[src/rtl/rf_port_arbiter_pkg.sv]
// Shared constants and types for the register-file port arbiter.
// Defaults match the 1-bit CPU register file and its three requesters.
package rf_port_arbiter_pkg;

  localparam int RF_REQ_NO     = 3;
  localparam int RF_ADDR_WIDTH = 2;
  localparam int RF_DATA_WIDTH = 1;

  typedef enum logic [1:0] {
    ARB_IDLE   = 2'd0,
    ARB_ACCESS = 2'd1,
    ARB_DONE   = 2'd2
  } arb_state_e;

  // Width of a requester index; never below one bit.
  function automatic int idx_bits(input int n);
    return (n > 2) ? $clog2(n) : 1;
  endfunction

endpackage

[src/rtl/rf_port_arbiter_rr_pick.sv]
// Rotating-priority selector: first set request at or above ptr, wrapping at N_REQ.
// Purely combinational; returns one-hot sel, binary idx and an any-request flag.
module rr_pick
  import rf_port_arbiter_pkg::*;
#(
  parameter int N_REQ = RF_REQ_NO,
  parameter int IDX_W = idx_bits(N_REQ)
) (
  input  logic [N_REQ-1:0] req,
  input  logic [IDX_W-1:0] ptr,
  output logic [N_REQ-1:0] sel,
  output logic [IDX_W-1:0] idx,
  output logic             any
);

  always_comb begin
    int j;
    sel = '0;
    idx = '0;
    any = 1'b0;
    j   = 0;
    for (int k = 0; k < N_REQ; k++) begin
      j = int'(ptr) + k;
      if (j >= N_REQ) j = j - N_REQ;
      if (!any && req[j]) begin
        any    = 1'b1;
        sel[j] = 1'b1;
        idx    = j[IDX_W-1:0];
      end
    end
  end

endmodule

[src/rtl/rf_port_arbiter.sv]
// Round-robin arbiter for the shared register-file port: one access per
// IDLE -> ACCESS -> DONE pass, writes to the external bank are suppressed.
module rf_port_arbiter
  import rf_port_arbiter_pkg::*;
#(
  parameter int N_REQ      = RF_REQ_NO,
  parameter int DATA_WIDTH = RF_DATA_WIDTH,
  parameter int ADDR_WIDTH = RF_ADDR_WIDTH
) (
  input  logic                         clk,
  input  logic                         rst,
  input  logic [N_REQ-1:0]             req,
  input  logic [N_REQ-1:0]             req_we,
  input  logic [N_REQ*ADDR_WIDTH-1:0]  req_addr,
  input  logic [N_REQ*DATA_WIDTH-1:0]  req_wdata,
  output logic [N_REQ-1:0]             gnt,
  output logic [DATA_WIDTH-1:0]        rsp_rdata,
  output logic                         rsp_err,
  output logic                         busy,
  output logic [ADDR_WIDTH-1:0]        rf_addr,
  output logic                         rf_wr,
  output logic [DATA_WIDTH-1:0]        rf_wdata,
  input  logic [DATA_WIDTH-1:0]        rf_rdata
);

  localparam int              IDX_W    = idx_bits(N_REQ);
  localparam logic [IDX_W-1:0] LAST_IDX = IDX_W'(N_REQ - 1);

  arb_state_e              state_q, state_d;
  logic [IDX_W-1:0]        ptr_q, ptr_d;
  logic [IDX_W-1:0]        win_q, win_d;
  logic                    we_q, we_d;
  logic [ADDR_WIDTH-1:0]   addr_q, addr_d;
  logic [DATA_WIDTH-1:0]   wdata_q, wdata_d;
  logic [DATA_WIDTH-1:0]   rdata_q, rdata_d;
  logic                    err_q, err_d;

  logic [N_REQ-1:0]        pick_sel;
  logic [IDX_W-1:0]        pick_idx;
  logic                    pick_any;
  logic                    pick_we;
  logic [ADDR_WIDTH-1:0]   pick_addr;
  logic [DATA_WIDTH-1:0]   pick_wdata;

  rr_pick #(
    .N_REQ (N_REQ),
    .IDX_W (IDX_W)
  ) u_rr_pick (
    .req (req),
    .ptr (ptr_q),
    .sel (pick_sel),
    .idx (pick_idx),
    .any (pick_any)
  );

  // One-hot AND-OR mux: slots that are not selected contribute nothing.
  always_comb begin
    pick_we    = 1'b0;
    pick_addr  = '0;
    pick_wdata = '0;
    for (int i = 0; i < N_REQ; i++) begin
      if (pick_sel[i]) begin
        pick_we    = pick_we    | req_we[i];
        pick_addr  = pick_addr  | req_addr[i*ADDR_WIDTH +: ADDR_WIDTH];
        pick_wdata = pick_wdata | req_wdata[i*DATA_WIDTH +: DATA_WIDTH];
      end
    end
  end

  always_ff @(posedge clk or negedge rst) begin
    if (!rst) begin
      state_q <= ARB_IDLE;
      ptr_q   <= '0;
      win_q   <= '0;
      we_q    <= 1'b0;
      addr_q  <= '0;
      wdata_q <= '0;
      rdata_q <= '0;
      err_q   <= 1'b0;
    end else begin
      state_q <= state_d;
      ptr_q   <= ptr_d;
      win_q   <= win_d;
      we_q    <= we_d;
      addr_q  <= addr_d;
      wdata_q <= wdata_d;
      rdata_q <= rdata_d;
      err_q   <= err_d;
    end
  end

  always_comb begin
    state_d = state_q;
    ptr_d   = ptr_q;
    win_d   = win_q;
    we_d    = we_q;
    addr_d  = addr_q;
    wdata_d = wdata_q;
    rdata_d = rdata_q;
    err_d   = err_q;
    case (state_q)
      ARB_IDLE: begin
        if (pick_any) begin
          win_d   = pick_idx;
          we_d    = pick_we;
          addr_d  = pick_addr;
          wdata_d = pick_wdata;
          state_d = ARB_ACCESS;
        end
      end
      ARB_ACCESS: begin
        // Sampled before the write lands, so a write returns the old value.
        rdata_d = rf_rdata;
        err_d   = we_q & addr_q[1];
        state_d = ARB_DONE;
      end
      ARB_DONE: begin
        ptr_d   = (win_q == LAST_IDX) ? '0 : win_q + IDX_W'(1);
        state_d = ARB_IDLE;
      end
      default: state_d = ARB_IDLE;
    endcase
  end

  always_comb begin
    rf_addr  = '0;
    rf_wr    = 1'b0;
    rf_wdata = '0;
    gnt      = '0;
    rsp_err  = 1'b0;
    busy     = 1'b0;
    case (state_q)
      ARB_ACCESS: begin
        rf_addr  = addr_q;
        rf_wdata = wdata_q;
        rf_wr    = we_q & ~addr_q[1];
        busy     = 1'b1;
      end
      ARB_DONE: begin
        gnt     = N_REQ'(1) << win_q;
        rsp_err = err_q;
        busy    = 1'b1;
      end
      default: ;
    endcase
  end

  assign rsp_rdata = rdata_q;

endmodule

[config.mk]
export PLATFORM = sky130hd
export DESIGN_NAME = rf_port_arbiter
export DESIGN_NICKNAME = d
export VERILOG_FILES = /design/src/rtl/rf_port_arbiter_pkg.sv /design/src/rtl/rf_port_arbiter_rr_pick.sv /design/src/rtl/rf_port_arbiter.sv
export SDC_FILE = /design/constraint.sdc
export NUM_CORES = 1
export LEC_CHECK = 0
export CAP_MARGIN = 20
export CORE_MARGIN = 2
export CORE_UTILIZATION = 45
export DETAILED_ROUTE_END_ITERATION = 8
export GPL_TIMING_DRIVEN = 0
export HOLD_SLACK_MARGIN = 0.05
export PLACE_DENSITY = 0.89
export REMOVE_ABC_BUFFERS = 1
export SLEW_MARGIN = 20
export SYNTH_ARGS = -nofsm -noshare
export SYNTH_HDL_FRONTEND = slang
export SYNTH_SLANG_ARGS = --single-unit
[constraint.sdc]
create_clock -name clk -period 2.76 [get_ports clk]
set_input_delay 0.552 -clock clk [delete_from_list [all_inputs] [get_ports clk]]
set_output_delay 0.552 -clock clk [all_outputs]
set_load 0.05 [all_outputs]
==> results_dict.tcl <==
set metrics [dict create \
    end_kind "primary output" \
    antenna_cells 0 \
    antenna_found_initial 0 \
    numPlacedInstances 152 \
    power_mw 1.38 \
    dpl_cell_area_um2 1190 \
    grt_max_degree 13 \
    wire_per_inst_um 12.9 \
    final_cell_mix "clkdlybuf4s50_1, dfrtp_1, nand2_1" \
    clock-sinks 12 \
    synth_edf_count 0 \
    die_h_um 48.7 \
    syn_inst 101 \
    routed_via_density 5.41 \
    outcome "completed" \
    ant_nets 0 \
    power.switching_mw 0.690 \
    synthSimpleGateAreaFrac 0.196 \
    synth_mux_area_frac 0.0389 \
    synth_xor_xnor_area_share 0 \
    yosys_warnings 0 \
    dpl.hpwl_mm 1.61 \
    critPathArrivalTime_ns 2.04 \
    critPathRequiredTime_ns 2.21 \
    p_clk_frac 0.078 \
    multi_input_area_um2 544 \
    synth_compound_area_frac 0.273 \
    p_per_area_nw_per_um2 1140 \
    worst_pin_slew_ns 0.535 \
    fmax_mhz 386 \
    ys_ff_latch 12 \
    swShare 0.500 \
    setup-tns-final_ns 0 \
    hold_path_depth 2 \
    period_minus_slack_ns 2.59 \
    io_pins 28 \
    cp_max_fo 6 \
    crit_chain "inv_1 -> ha_1 -> nand2_1 -> nor2_1 -> clkdlybuf4s50_1" \
    ys_seq_area_frac 0.334 \
    fill_cells 168 \
    die_x_um 48.7 \
    clk_pin_slew_ns 0.07 \
    p_int_mw 0.691 \
    whs_ns 0.491 \
    p_leak_nw 0.551 \
    timing.rr.end "win_q[0]" \
    hold_end "wdata_q" \
    grt_util_all_layers 0.189 \
    drtPass1Iterations 4 \
    ff_latch_area_um2 300 \
    routed_wirelength_mm 2.00 \
    root_buffer "clkbuf_4" \
    cts_buffers 3 \
    synth.distinct_cells 35 \
    critical-path-top-delay-family "buffers and inverters" \
    cpMaxStageDelayCell "clkdlybuf4s50_1" \
    grt_pass1_vias 818 \
    utilization 0.632 \
    core_um2 1920 \
    critPathMaxStageDelay_ns 0.80 \
    synthAdderAreaFrac 0.0974 \
    min_from "wdata_q" \
    vias 838 \
    clock_latency_ns 0.28 \
    reg2reg_depth 8 \
    initial_utilization 0.468 \
    finalCritPeriodShare 0.939 \
    dieArea_um2 2370 \
    finalNonFillerCells 155 \
    slew_headroom 0.642 \
    setup_viol 0 \
    syn_avg_cell_area_um2 8.91 \
    final_common_cell "clkdlybuf4s50_1" \
    finClkSkew_ns 0.00255 \
    async_reset_ff_frac 1.00 \
    place.gp.congestion 0.844 \
    synthesis.area_um2 900 \
    drc 0 \
    cts_buffer_depth 2 \
    hold_violations 0 \
    drtIter0Drc 30 \
    fp-row-count 16 \
    synth_top_family_by_area "compound AO/OA/AOI/OAI gates" \
    p_comb_frac 0.696 \
    stdcell_area_um2 1210 \
    cts_tree "built" \
    power_frac_seq 0.226 \
    rsz0062_at_grt "no" \
    worstSetupPathType "reg2out" \
    portBuffers 27 \
    syn_to_final_growth_pct 34.9 \
    layout_setup_ws_ns 0.169 \
    vdd_ir_drop_max_v 0.000857 \
    path_buf_inv 2 \
    drv_cap 0 \
    nets 155 \
    hold_path.class "reg2reg" \
    final_max_slew_viol_count 0 \
    synth-main-ff-cell "dfrtp_1" \
    drive_above_1_share 0.0547 \
    r2r_slack_ns 0.42 \
    grt_overflow 0 \
    critPathLaunchType "flop" \
    grt_pass1_wl_mm 3.41 \
    cts_max_level 1 \
    rr_startpoint "ptr_q[0]" \
    pre_cts_ws_ns 0.206 \
]
## sequential cells by signal, summed over array words and instances, names as in the netlist
register   count
ptr_q          2
err_q          1
addr_q         2
we_q           1
wdata_q        1
win_q          2
rsp_rdata      1
state_q        2
## synthesized netlist by cell type (2+ instances only)
library cell   n  area share
dfrtp_1       12        0.33
nand2_1       10       0.042
inv_1          9       0.038
nor2_1         8       0.033
ha_1           7       0.097
and2_1         5       0.035
o21ai_1        5       0.028
a21oi_1        4       0.022
a222oi_1       4       0.045
a22o_1         3       0.029
nor2b_1        3       0.021
nor3b_1        3       0.025
o21ai_0        3       0.017
buf_2          2       0.011
o211ai_1       2       0.017
o21a_1         2       0.017
## worst max path at each step
stage               cells after the start  endpoint  slack [ns]        from
floorplan                               3    gnt[0]        0.33  state_q[0]
global placement                        7  win_q[0]        0.28      req[2]
detailed placement                      7  win_q[0]        0.21      req[2]
CTS                                     5     rf_wr        0.05  state_q[1]
global route                            5    gnt[1]        0.03  state_q[0]
finish                                  5    gnt[1]        0.17  state_q[0]
## power by group through the flow
stage / logic (mW) / clock network [mW] / registers, mW
after floorplan: 0.706 / 0 / 0.326
after global placement: 0.927 / 0 / 0.309
after detailed placement: 0.959 / 0 / 0.317
after CTS: 0.963 / 0.112 / 0.312
after global routing: 1.05 / 0.119 / 0.324
final: 0.961 / 0.107 / 0.313
## worst reg2reg max path: stages, from the launching register on
cell       delay (ns)
dfrtp_1          0.40
inv_1            0.11
ha_1             0.27
mux2i_2          0.34
a2bb2oi_4        0.27
o211ai_1         0.19
nand2_1          0.35
nor2_1           0.10
a22o_1           0.19
## cells by family (layout without fill, tap and decap cells)
logic type | Yosys count | after routing
AO/OA/AOI/OAI | 32 | 32
adder cells (fa/ha/maj) | 7 | 7
flip-flops | 12 | 12
AND/OR/NAND/NOR | 34 | 34
buffers and inverters | 13 | 40
multiplexers | 3 | 3
## timing repair
| item | in CTS | in global routing |
|---|---|---|
| hold buffers | 0 | 0 |
| setup endpoints to repair | 0 | 2 |
| buffers inserted | 0 | 0 |
| resized for setup | 0 | 2 |
## cell type report
type,instances,share of cell area
multi-input combinational,76,0.448
sequential,12,0.247
timing repair buffer,27,0.227
inverter,10,0.0309
tap,27,0.0278
clock buffer,3,0.0186
## metal layers
metal	share of wire	routed length (um)	vias up	track usage
met3	0.059	118	2	0.0586
met2	0.52	1030	32	0.329
met4	0.012	24	0	0.0619
met1	0.41	825	386	0.222
met5	0	0	-	0
li1	-	-	418	-
No activity file was read; power rests on OpenSTA's default activity.
